--- config.mk ---
export PLATFORM = sky130hd
export DESIGN_NAME = hazard_unit_p_flat
export DESIGN_NICKNAME = d
export VERILOG_FILES = /design/src/rtl/hazard_unit_p_if.sv /design/src/rtl/hazard_unit_p.sv /design/src/flat_wrapper.sv
export SDC_FILE = /design/constraint.sdc
export NUM_CORES = 1
export LEC_CHECK = 0
export ABC_AREA = 1
export CAP_MARGIN = 15
export CORE_MARGIN = 2
export CORE_UTILIZATION = 47
export CTS_BUF_LIST = sky130_fd_sc_hd__clkbuf_4
export CTS_CLUSTER_SIZE = 8
export DETAILED_ROUTE_END_ITERATION = 16
export PLACE_DENSITY = 0.84
export SLEW_MARGIN = 5
export SYNTH_ARGS = -nofsm -noshare
export SYNTH_HDL_FRONTEND = slang
export SYNTH_SLANG_ARGS = --single-unit
--- constraint.sdc ---
create_clock -name clk -period 1.9 [get_ports clk]
set_clock_uncertainty 0.05 [all_clocks]
set_input_delay 0.19 -clock clk [delete_from_list [all_inputs] [get_ports clk]]
set_output_delay 0.19 -clock clk [all_outputs]
set_load 0.005 [all_outputs]
--- src/rtl/hazard_unit_p_if.sv ---
// Pipeline-side bundle for the hazard unit: stage register fields in,
// stall/flush/forward controls and multiply scoreboard status out.
interface hazard_unit_p_if #(
  parameter int RA_W  = 5,
  parameter int CNT_W = 16
);
  logic            id_valid;
  logic [RA_W-1:0] id_rs, id_rt, id_rd;
  logic            id_use_rs, id_use_rt, id_reg_write, id_branch, id_mul, branch_taken;
  logic [RA_W-1:0] ex_rs, ex_rt, ex_rd;
  logic            ex_reg_write, ex_mem2reg;
  logic            mem_reg_write, mem_mem2reg;
  logic [RA_W-1:0] mem_rd;
  logic            wb_reg_write;
  logic [RA_W-1:0] wb_rd;

  logic             stall, flush_d, flush_e, fwd_a_d, fwd_b_d;
  logic [1:0]       fwd_a_e, fwd_b_e;
  logic             mul_busy, mul_done;
  logic [RA_W-1:0]  mul_rd;
  logic [CNT_W-1:0] stall_cnt;

  modport master (
    output id_valid, id_rs, id_rt, id_rd, id_use_rs, id_use_rt, id_reg_write,
           id_branch, id_mul, branch_taken, ex_rs, ex_rt, ex_rd, ex_reg_write,
           ex_mem2reg, mem_reg_write, mem_mem2reg, mem_rd, wb_reg_write, wb_rd,
    input  stall, flush_d, flush_e, fwd_a_d, fwd_b_d, fwd_a_e, fwd_b_e,
           mul_busy, mul_done, mul_rd, stall_cnt
  );

  modport slave (
    input  id_valid, id_rs, id_rt, id_rd, id_use_rs, id_use_rt, id_reg_write,
           id_branch, id_mul, branch_taken, ex_rs, ex_rt, ex_rd, ex_reg_write,
           ex_mem2reg, mem_reg_write, mem_mem2reg, mem_rd, wb_reg_write, wb_rd,
    output stall, flush_d, flush_e, fwd_a_d, fwd_b_d, fwd_a_e, fwd_b_e,
           mul_busy, mul_done, mul_rd, stall_cnt
  );
endinterface

--- src/rtl/hazard_unit_p.sv ---
// Hazard unit for the 5-stage MIPS pipeline: load-use / branch RAW stalls,
// ID and EX forwarding selects, one-deep multiply scoreboard, stall counter.
module hazard_unit_p #(
  parameter int RA_W    = 5,
  parameter int MUL_LAT = 4,
  parameter int CNT_W   = 16
) (
  input logic           clk,
  input logic           rst,
  hazard_unit_p_if.slave hz
);
  localparam int CW = (MUL_LAT > 2) ? $clog2(MUL_LAT) : 1;

  typedef enum logic {IDLE, BUSY} st_e;

  st_e              state_q;
  logic [CW-1:0]    cnt_q;
  logic [RA_W-1:0]  mul_rd_q;
  logic [CNT_W-1:0] stall_cnt_q, stall_cnt_d;

  logic rs_v, rt_v, ex_hit, mem_hit, mul_hit, busy;
  logic load_use, br_raw, sb_hit, stall_raw;

  function automatic logic m(input logic [RA_W-1:0] x, input logic [RA_W-1:0] y);
    return (x == y) && (x != '0);
  endfunction

  function automatic logic [1:0] fwd_e(input logic [RA_W-1:0] src, input logic mem_w,
                                       input logic [RA_W-1:0] mem_r, input logic wb_w,
                                       input logic [RA_W-1:0] wb_r);
    if (mem_w && m(mem_r, src)) return 2'b10;
    if (wb_w && m(wb_r, src))   return 2'b01;
    return 2'b00;
  endfunction

  assign rs_v    = hz.id_valid && hz.id_use_rs;
  assign rt_v    = hz.id_valid && hz.id_use_rt;
  assign ex_hit  = (rs_v && m(hz.ex_rd, hz.id_rs))  || (rt_v && m(hz.ex_rd, hz.id_rt));
  assign mem_hit = (rs_v && m(hz.mem_rd, hz.id_rs)) || (rt_v && m(hz.mem_rd, hz.id_rt));
  assign mul_hit = (rs_v && m(mul_rd_q, hz.id_rs))  || (rt_v && m(mul_rd_q, hz.id_rt));
  assign busy    = (state_q == BUSY);

  assign load_use  = hz.ex_mem2reg && ex_hit;
  assign br_raw    = hz.id_valid && hz.id_branch &&
                     ((hz.ex_reg_write && ex_hit) || (hz.mem_mem2reg && mem_hit));
  // RAW on the pending result, WAW on its destination, and the single multiplier itself
  assign sb_hit    = busy && (mul_hit ||
                              (hz.id_valid && hz.id_reg_write && m(mul_rd_q, hz.id_rd)) ||
                              (hz.id_valid && hz.id_mul));
  assign stall_raw = load_use || br_raw || sb_hit;

  assign stall_cnt_d = (stall_raw && stall_cnt_q != '1) ? stall_cnt_q + CNT_W'(1) : stall_cnt_q;

  always_comb begin
    hz.stall    = stall_raw;
    hz.flush_e  = stall_raw;
    hz.flush_d  = hz.id_branch && hz.branch_taken && !stall_raw;
    hz.fwd_a_d  = rs_v && hz.mem_reg_write && !hz.mem_mem2reg && m(hz.mem_rd, hz.id_rs);
    hz.fwd_b_d  = rt_v && hz.mem_reg_write && !hz.mem_mem2reg && m(hz.mem_rd, hz.id_rt);
    hz.fwd_a_e  = fwd_e(hz.ex_rs, hz.mem_reg_write, hz.mem_rd, hz.wb_reg_write, hz.wb_rd);
    hz.fwd_b_e  = fwd_e(hz.ex_rt, hz.mem_reg_write, hz.mem_rd, hz.wb_reg_write, hz.wb_rd);
    hz.mul_done = busy && (cnt_q == '0);
    if (rst) begin
      hz.stall    = 1'b0;
      hz.flush_d  = 1'b1;
      hz.flush_e  = 1'b1;
      hz.fwd_a_d  = 1'b0;
      hz.fwd_b_d  = 1'b0;
      hz.fwd_a_e  = 2'b00;
      hz.fwd_b_e  = 2'b00;
      hz.mul_done = 1'b0;
    end
  end

  assign hz.mul_busy  = busy;
  assign hz.mul_rd    = mul_rd_q;
  assign hz.stall_cnt = stall_cnt_q;

  always_ff @(posedge clk) begin
    if (rst) begin
      state_q     <= IDLE;
      cnt_q       <= '0;
      mul_rd_q    <= '0;
      stall_cnt_q <= '0;
    end else begin
      stall_cnt_q <= stall_cnt_d;
      case (state_q)
        IDLE: if (hz.id_valid && hz.id_mul && !stall_raw) begin
          state_q  <= BUSY;
          cnt_q    <= CW'(MUL_LAT - 1);
          mul_rd_q <= hz.id_rd;
        end
        BUSY: if (cnt_q == '0) state_q <= IDLE;
              else             cnt_q   <= cnt_q - CW'(1);
        default: state_q <= IDLE;
      endcase
    end
  end
endmodule

--- src/flat_wrapper.sv ---
// flat-port wrapper written by rule: the top's interface ports become plain ports
module hazard_unit_p_flat 
#(
  parameter int RA_W    = 5,
  parameter int MUL_LAT = 4,
  parameter int CNT_W   = 16
)
  (clk, rst, hz_id_valid, hz_id_rs, hz_id_rt, hz_id_rd, hz_id_use_rs, hz_id_use_rt, hz_id_reg_write, hz_id_branch, hz_id_mul, hz_branch_taken, hz_ex_rs, hz_ex_rt, hz_ex_rd, hz_ex_reg_write, hz_ex_mem2reg, hz_mem_reg_write, hz_mem_mem2reg, hz_mem_rd, hz_wb_reg_write, hz_wb_rd, hz_stall, hz_flush_d, hz_flush_e, hz_fwd_a_d, hz_fwd_b_d, hz_fwd_a_e, hz_fwd_b_e, hz_mul_busy, hz_mul_done, hz_mul_rd, hz_stall_cnt);
  hazard_unit_p_if #(.RA_W(RA_W), .CNT_W(CNT_W)) hz_i ();
  input logic clk;
  input logic rst;
  input wire logic [$bits(hz_i.id_valid)-1:0] hz_id_valid;
  input wire logic [$bits(hz_i.id_rs)-1:0] hz_id_rs;
  input wire logic [$bits(hz_i.id_rt)-1:0] hz_id_rt;
  input wire logic [$bits(hz_i.id_rd)-1:0] hz_id_rd;
  input wire logic [$bits(hz_i.id_use_rs)-1:0] hz_id_use_rs;
  input wire logic [$bits(hz_i.id_use_rt)-1:0] hz_id_use_rt;
  input wire logic [$bits(hz_i.id_reg_write)-1:0] hz_id_reg_write;
  input wire logic [$bits(hz_i.id_branch)-1:0] hz_id_branch;
  input wire logic [$bits(hz_i.id_mul)-1:0] hz_id_mul;
  input wire logic [$bits(hz_i.branch_taken)-1:0] hz_branch_taken;
  input wire logic [$bits(hz_i.ex_rs)-1:0] hz_ex_rs;
  input wire logic [$bits(hz_i.ex_rt)-1:0] hz_ex_rt;
  input wire logic [$bits(hz_i.ex_rd)-1:0] hz_ex_rd;
  input wire logic [$bits(hz_i.ex_reg_write)-1:0] hz_ex_reg_write;
  input wire logic [$bits(hz_i.ex_mem2reg)-1:0] hz_ex_mem2reg;
  input wire logic [$bits(hz_i.mem_reg_write)-1:0] hz_mem_reg_write;
  input wire logic [$bits(hz_i.mem_mem2reg)-1:0] hz_mem_mem2reg;
  input wire logic [$bits(hz_i.mem_rd)-1:0] hz_mem_rd;
  input wire logic [$bits(hz_i.wb_reg_write)-1:0] hz_wb_reg_write;
  input wire logic [$bits(hz_i.wb_rd)-1:0] hz_wb_rd;
  output wire logic [$bits(hz_i.stall)-1:0] hz_stall;
  output wire logic [$bits(hz_i.flush_d)-1:0] hz_flush_d;
  output wire logic [$bits(hz_i.flush_e)-1:0] hz_flush_e;
  output wire logic [$bits(hz_i.fwd_a_d)-1:0] hz_fwd_a_d;
  output wire logic [$bits(hz_i.fwd_b_d)-1:0] hz_fwd_b_d;
  output wire logic [$bits(hz_i.fwd_a_e)-1:0] hz_fwd_a_e;
  output wire logic [$bits(hz_i.fwd_b_e)-1:0] hz_fwd_b_e;
  output wire logic [$bits(hz_i.mul_busy)-1:0] hz_mul_busy;
  output wire logic [$bits(hz_i.mul_done)-1:0] hz_mul_done;
  output wire logic [$bits(hz_i.mul_rd)-1:0] hz_mul_rd;
  output wire logic [$bits(hz_i.stall_cnt)-1:0] hz_stall_cnt;
  assign hz_i.id_valid = hz_id_valid;
  assign hz_i.id_rs = hz_id_rs;
  assign hz_i.id_rt = hz_id_rt;
  assign hz_i.id_rd = hz_id_rd;
  assign hz_i.id_use_rs = hz_id_use_rs;
  assign hz_i.id_use_rt = hz_id_use_rt;
  assign hz_i.id_reg_write = hz_id_reg_write;
  assign hz_i.id_branch = hz_id_branch;
  assign hz_i.id_mul = hz_id_mul;
  assign hz_i.branch_taken = hz_branch_taken;
  assign hz_i.ex_rs = hz_ex_rs;
  assign hz_i.ex_rt = hz_ex_rt;
  assign hz_i.ex_rd = hz_ex_rd;
  assign hz_i.ex_reg_write = hz_ex_reg_write;
  assign hz_i.ex_mem2reg = hz_ex_mem2reg;
  assign hz_i.mem_reg_write = hz_mem_reg_write;
  assign hz_i.mem_mem2reg = hz_mem_mem2reg;
  assign hz_i.mem_rd = hz_mem_rd;
  assign hz_i.wb_reg_write = hz_wb_reg_write;
  assign hz_i.wb_rd = hz_wb_rd;
  assign hz_stall = hz_i.stall;
  assign hz_flush_d = hz_i.flush_d;
  assign hz_flush_e = hz_i.flush_e;
  assign hz_fwd_a_d = hz_i.fwd_a_d;
  assign hz_fwd_b_d = hz_i.fwd_b_d;
  assign hz_fwd_a_e = hz_i.fwd_a_e;
  assign hz_fwd_b_e = hz_i.fwd_b_e;
  assign hz_mul_busy = hz_i.mul_busy;
  assign hz_mul_done = hz_i.mul_done;
  assign hz_mul_rd = hz_i.mul_rd;
  assign hz_stall_cnt = hz_i.stall_cnt;
  hazard_unit_p #(.RA_W(RA_W), .MUL_LAT(MUL_LAT), .CNT_W(CNT_W)) u_core (.clk(clk), .rst(rst), .hz(hz_i));
endmodule
==> results of run 1 <==
-- power by group --
part / total [mW] / switching (mW) / internal [mW]
combinational: 0.547 / 0.267 / 0.279
clock: 0.378 / 0.165 / 0.213
sequential: 0.535 / 0.0184 / 0.517
total: 1.46 / 0.451 / 1.01
-- worst paths after layout --
kind                            slack [ns]                    from                      to
worst min register to register        0.48  u_core.hz.stall_cnt[3]  u_core.hz.stall_cnt[3]
worst max register to register       -0.09     u_core.hz.mul_rd[2]  u_core.hz.stall_cnt[0]
worst max-delay path                 -0.12     u_core.hz.mul_rd[1]              hz_flush_d
worst min-delay path                  0.46             hz_id_rd[3]     u_core.hz.mul_rd[3]
-- per-layer routing --
| metal | wire [um] | part of all wire | vias up | track usage |
|---|---|---|---|---|
| met5 | 0 | 0 | - | 0 |
| met4 | 187 | 0.020 | 0 | 0.0675 |
| met3 | 650 | 0.071 | 22 | 0.0428 |
| met2 | 4510 | 0.49 | 161 | 0.521 |
| met1 | 3790 | 0.41 | 1465 | 0.383 |
| li1 | - | - | 1561 | - |
-- synthesized netlist by cell type --
| master | number |
|---|---|
| a211oi_1 | 1 |
| a21oi_1 | 18 |
| a21oi_2 | 10 |
| buf_12 | 1 |
| buf_2 | 3 |
| buf_4 | 1 |
| clkbuf_1 | 3 |
| dfxtp_1 | 24 |
| ha_1 | 2 |
| inv_1 | 46 |
| inv_2 | 9 |
| inv_4 | 1 |
| nand2_1 | 103 |
| nand2_2 | 14 |
| nand2_4 | 2 |
| nand3_1 | 39 |
| nand3b_1 | 1 |
| nand4_1 | 3 |
| nand4_4 | 1 |
| nor2_1 | 46 |
| nor3_1 | 8 |
| nor3_4 | 1 |
| nor4_1 | 5 |
| nor4_4 | 1 |
| o2111ai_1 | 2 |
| o211ai_1 | 2 |
| o21ai_0 | 9 |
| o21ai_1 | 4 |
| o22ai_1 | 4 |
| xnor2_1 | 13 |
| xor2_1 | 16 |
-- logic make-up after synthesis --
| group | count (synthesis) | synth area share |
|---|---|---|
| xor+xnor | 29 | 0.108 |
| fa+ha+maj | 2 | 0.0106 |
| flops | 24 | 0.204 |
| simple gates | 224 | 0.434 |
| buf+inv | 64 | 0.113 |
| compound gates | 50 | 0.131 |
-- flip-flops by register name, summed over array words and instances (netlist names) --
name,count
u_core.hz.mul_busy,1
u_core.cnt_q,2
u_core.hz.mul_rd,5
u_core.hz.stall_cnt,16
-- area by class of cell --
type | count | area share
clock buffers | 3 | 0.00555
inverters | 56 | 0.0542
repair buffers | 151 | 0.340
flip-flops and latches | 24 | 0.122
clock inverters | 1 | 0.00740
multi-input cells | 306 | 0.450
well taps | 67 | 0.0206
-- worst register-to-register path, stage by stage, from the launching register on --
cell and delay (ns):
dfxtp_4 0.40, buf_4 0.14, nor3_2 0.15, nand3_1 0.11, nand2_1 0.10, nand2_1 0.07
nand2_2 0.11, buf_12 0.13, nand2_8 0.05, buf_6 0.11, buf_12 0.14, clkbuf_16 0.17
a21oi_2 0.12, nor2_1 0.06
-- through the flow --
| step | hold slack (ns) | setup WS (ns) | std cells | TNS (ns) |
|---|---|---|---|---|
| global placement | 0.433 | -0.579 | 593 | -12.36 |
| detailed placement | 0.445 | -0.533 | 593 | -11.72 |
| finish | 0.464 | -0.121 | 608 | -1.18 |
| CTS | 0.458 | -0.0877 | 603 | -0.168 |
| floorplan | 0.316 | 0.112 | 393 | 0 |
| global route | 0.493 | -0.268 | 608 | -3.79 |
-- repair_timing --
action	CTS	global route
gates resized for setup	61	59
endpoints found under the hold margin	0	0
setup buffers	6	3
pin swaps	10	27
setup endpoints to repair	25	24
cloned	0	2
-- cell usage in the layout (no fill, tap or decap), types with 3 or more instances in the layout --
cell type        instances
xnor2_1                 13
nand3_4                  5
nand2_8                  3
nor2_1                  44
buf_12                   4
a21oi_2                 13
a21oi_1                 15
inv_2                    9
buf_2                    3
nor4_1                   3
dfxtp_1                 19
dfxtp_4                  4
nand2_1                 96
nand2_2                 21
inv_4                    4
nand3_1                 24
clkbuf_4                 3
nand3_2                 10
xor2_1                  16
clkdlybuf4s50_1         50
o21ai_1                  4
nor3_1                   6
nand4_1                  3
buf_4                   56
o21ai_0                  7
buf_6                    5
dlygate4sd2_1           26
o22ai_1                  4
inv_1                   43
==> out/metrics.cfg, run 1 <==
[status]
status=complete, but fails checks
violations=setup timing

[critical_path]
cp.buffers_inverters=3
critPathSlowestCell=dfxtp_4
critPathKind=reg2out
critPathArrivalTime_ns=1.78
reg2regPathDepth=13
cpPeakStageDelay_ns=0.41
crit_path_end_kind=primary output
crit_path_frequent_cell=nand2_1
critPathRequiredTime_ns=1.66
worstSetupStartpointType=flop
crit_path_cell_trace=inv_4, nand2_1, nand2_1, nor2_2, nand3_1, nand3_1, nand2_1, nand2_1, nand2_2, buf_12, nand2_8, o21ai_2, buf_2
path_delay_family=simple AND/OR/NAND/NOR gates
cp.depth=13
crit_path_max_fanout=5

[cts]
root_buffer=clkbuf_4
clock_path_buffers=2
htree_num_levels=1
tritoncts=yes
path_clk_slew_ns=0.15
holdBufCountCts=0
clkLatencyLatePin_ns=0.33
numCtsBuffers=3
cts_sinks=24

[cells_and_area]
num_antenna_cells=0
area_delta_synth_final_pct=72.4
drive_above_1_share=0.294
nNetsFinal=598
final_util=0.848
fillerInstances=311
fin_area_um2=4060
seqCellArea_um2=497
multiInputGateArea_um2=1830

[placed_design]
io_buffer_count=85
dpl-instance-area_um2=3670
hpwl_um=6290
gp_congestion=0.964

[sta]
maxSlewHeadroom=0.761
worstMarginPinSlew_ns=0.356
rsz0062_at_grt=true
min_period_ns=2.02
drv_slew=0
setup_viol=19
period_share=1.06
hold_viol=0
fmax_mhz=495
layout_setup_ws_ns=-0.121

[global_routing]
grt_pass1_vias=2888
track_usage=0.296
grt_overflow=0
grt_max_degree=21
antenna_found_initial=0
grt_pass1_wl_um=12900

[floorplan]
io_pins=86
core-area_um2=4790
die_h_um=74.8
die_w_um=74.8
start_util=0.492
rows=25
die-area_um2=5590

[yosys]
synthesis.nets=449
synth_seq_cells=24
synth_area_leaders=dfxtp_1 20%, nand2_1 16%, nand3_1 8.3%
yosysSeqAreaShare=0.204
syn_area_um2=2350
synth_cell_types=31
synth_largest_area_cell=dfxtp_1
synth_area_per_cell_um2=5.99
synth_top_area_share=0.204
syn_inst=393
yosys_warnings=0

[detailed_routing]
dr.first_iter.drc_count=293
drt_pass1_iterations=5
wire_per_inst_um=15.0
remaining_drc_errors=0
ant_nets=0
vias_per_cell=5.28
routed_wl_um=9140
num_vias=3209

[pwr]
powerDensity_nw_per_um2=360
total_power_mw=1.46
ir_worst_vdd_mv=0.405
p_leak_nw=1.85

[min_path]
hp-class=in2reg
hold_depth=3

[job]
cap_violations=0

No activity file was read; power rests on OpenSTA's default activity.
==> inputs of run 2 (changes only) <==
--- a/config.mk
+++ b/config.mk
@@ -7,6 +7,7 @@
 export LEC_CHECK = 0
 export ABC_AREA = 1
 export CAP_MARGIN = 15
+export CORE_ASPECT_RATIO = 0.7
 export CORE_MARGIN = 2
 export CORE_UTILIZATION = 47
 export CTS_BUF_LIST = sky130_fd_sc_hd__clkbuf_4
@@ -17,3 +18,4 @@
 export SYNTH_ARGS = -nofsm -noshare
 export SYNTH_HDL_FRONTEND = slang
 export SYNTH_SLANG_ARGS = --single-unit
+export TNS_END_PERCENT = 100
==> constraint.sdc (replaced) <==
create_clock -name clk -period 1.9 [get_ports clk]
set_clock_uncertainty 0.05 [all_clocks]
set_input_delay 0.38 -clock clk [delete_from_list [all_inputs] [get_ports clk]]
set_output_delay 0.38 -clock clk [all_outputs]
set_load 0.005 [all_outputs]
==> out/metrics.cfg, run 2 (synthesis results as in run 1) <==
[status]
status=complete, but fails checks
violations=setup timing

[min_path]
hp-class=in2reg

[detailed_routing]
wire_per_inst_um=16.7  ; +11%
dr.first_iter.drc_count=382  ; +30%
vias_per_cell=5.61  ; +6.4%
routed_wl_um=10200  ; +12%
ant_nets=0  ; unchanged
num_vias=3441  ; +7.2%
drt_pass1_iterations=9  ; +4
remaining_drc_errors=0  ; unchanged

[sta]
maxSlewHeadroom=0.772  ; +0.0106
setup_viol=12  ; -7
drv_slew=0  ; unchanged
worstMarginPinSlew_ns=0.341  ; -0.0144 ns
hold_viol=0  ; unchanged
holdWs_ns=0.456  ; -0.00838 ns
layout_setup_ws_ns=-0.267  ; -0.147 ns
min_period_ns=2.17  ; +0.147 ns
period_share=1.14  ; +0.0772
fmax_mhz=461  ; -6.8%
rsz0062_at_grt=true

[cells_and_area]
multiInputGateArea_um2=1850  ; +1.2%
fillerInstances=279  ; -10%
drive_above_1_share=0.379  ; +0.0848
area_delta_synth_final_pct=73.1
fin_area_um2=4080  ; +0.37%
seqCellArea_um2=503  ; +1.3%
nNetsFinal=602  ; +0.67%
largest_reg_flops=16  ; unchanged
final_cell_mix=87 x nand2_1, 51 x buf_4, 37 x inv_1, 37 x nand3_1, 35 x nor2_1
mostFrequentLayoutCell=nand2_1
num_antenna_cells=0  ; unchanged

[pwr]
seqPwrFrac=0.393  ; +0.026
powerDensity_nw_per_um2=336  ; -6.7%
p_leak_nw=1.93  ; +4.8%
intPower_mw=0.882  ; -13%
comb_power_share=0.430  ; +0.056
netSwitchingFraction=0.355  ; +0.0466
ir_worst_vdd_mv=0.250  ; -38%
power_frac_clock=0.177  ; -0.082
p_sw_mw=0.486  ; +7.8%

[job]
cap_violations=0  ; unchanged

[cts]
htree_num_levels=1  ; unchanged
root_buffer=clkbuf_4
clock_path_buffers=2  ; unchanged
tritoncts=yes
clkLatencyLatePin_ns=0.34  ; about the same
cts_sinks=24  ; unchanged
path_clk_slew_ns=0.12  ; -0.03 ns
numCtsBuffers=3  ; unchanged

[placed_design]
gp_congestion=1.01  ; +5.2%
dpl-instance-area_um2=3650  ; -0.38%
hpwl_um=6390  ; +1.5%
io_buffer_count=85  ; unchanged

[critical_path]
crit_path_end_kind=primary output
worstSetupStartpointType=primary input
critPathKind=in2out
critPathRequiredTime_ns=1.47  ; -0.19 ns
crit_path_max_fanout=3  ; -2
critPathArrivalTime_ns=1.74  ; -0.04 ns

[floorplan]
die_w_um=88.6  ; +18%
start_util=0.490  ; -0.00230
core-area_um2=4810  ; +0.47%
die_h_um=63.2  ; -15%
io_pins=86  ; unchanged
die-area_um2=5600  ; +0.17%
rows=21  ; -16%

[global_routing]
grt_max_degree=19  ; -9.5%
track_usage=0.320  ; +0.0245
grt_overflow=0  ; unchanged
antenna_found_initial=0  ; unchanged
grt_pass1_wl_um=14300  ; +10%
grt_pass1_vias=3082  ; +6.7%

run 2: cell types whose count changed in the layout (fill, tap and decap cells not counted), moves of 9 or more:
cell,before,now
buf_6,5,18
clkdlybuf4s50_1,50,30
nand2_1,96,87
buf_2,3,14
nand3_1,24,37
nor2_1,44,35
run 2: path summary, 6_finish.rpt:
| kind | from | end | slack (ns) | depth (start not counted) |
|---|---|---|---|---|
| setup / recovery | hz_mem_rd[3] | hz_flush_d | -0.27 | 15 |
| hold / removal | hz_id_rd[1] | u_core.hz.mul_rd[1] | 0.46 | 3 |
| setup reg to reg | u_core.hz.stall_cnt[4] | u_core.hz.stall_cnt[3] | -0.09 | 7 |
| hold reg to reg | u_core.hz.stall_cnt[13] | u_core.hz.stall_cnt[13] | 0.46 | 2 |
run 2: timing repair:
action                                  4_1_cts  5_1_grt
gates resized for setup                     167       78
pin swaps                                    49       36
endpoints found under the hold margin         0        0
endpoints found under the setup margin       33       25
setup buffers                                15        5
gates cloned                                  1        1
hold buffers                                  0        0
run 2: power by group through the flow:
| stage | logic, mW | registers, mW | clock network [mW] |
|---|---|---|---|
| 2_1_floorplan | 0.209 | 0.543 | 0 |
| 3_3_place_gp | 0.487 | 0.544 | 0 |
| 3_5_place_dp | 0.494 | 0.544 | 0 |
| 4_1_cts | 0.533 | 0.535 | 0.231 |
| 5_1_grt | 0.632 | 0.540 | 0.264 |
| 6_report | 0.588 | 0.538 | 0.242 |
run 2: area by class of cell:
| class | instances | share of cell area |
|---|---|---|
| multi-input cells | 306 | 0.453 |
| repair buffers | 155 | 0.340 |
| flip-flops and latches | 24 | 0.123 |
| inverters | 56 | 0.0565 |
| well taps | 69 | 0.0212 |
| clock buffers | 3 | 0.00553 |
run 2: critical path, stage by stage:
cell and delay (ns):
buf_8 0.10, inv_4 0.05, buf_6 0.10, nand2_4 0.05, nor3_4 0.19, buf_6 0.15, nor2_4 0.04, nand2_2 0.09
nand2_2 0.05, nand2_2 0.07, nand2_2 0.06, inv_4 0.08, nand2_4 0.06, o21ai_2 0.13, buf_2 0.13
run 2: metal layers:
metal	GRT usage	routed length, um
met5	0	0
met2	0.529	4680
met1	0.414	3880
met4	0.0928	520
met3	0.0734	1170
run 2: stage by stage:
step / utilization / std cells / power [mW] / TNS [ns] / setup WS [ns]
2_1_floorplan: - / 393 / 0.752 / 0 / 0.00550
3_3_place_gp: 0.760 / 594 / 1.03 / -19.06 / -0.900
3_5_place_dp: 0.760 / 594 / 1.04 / -20.25 / -0.929
4_1_cts: 0.815 / 611 / 1.30 / -1.27 / -0.269
5_1_grt: 0.848 / 613 / 1.44 / -2.78 / -0.459
6_report: 0.848 / 613 / 1.37 / -1.57 / -0.267
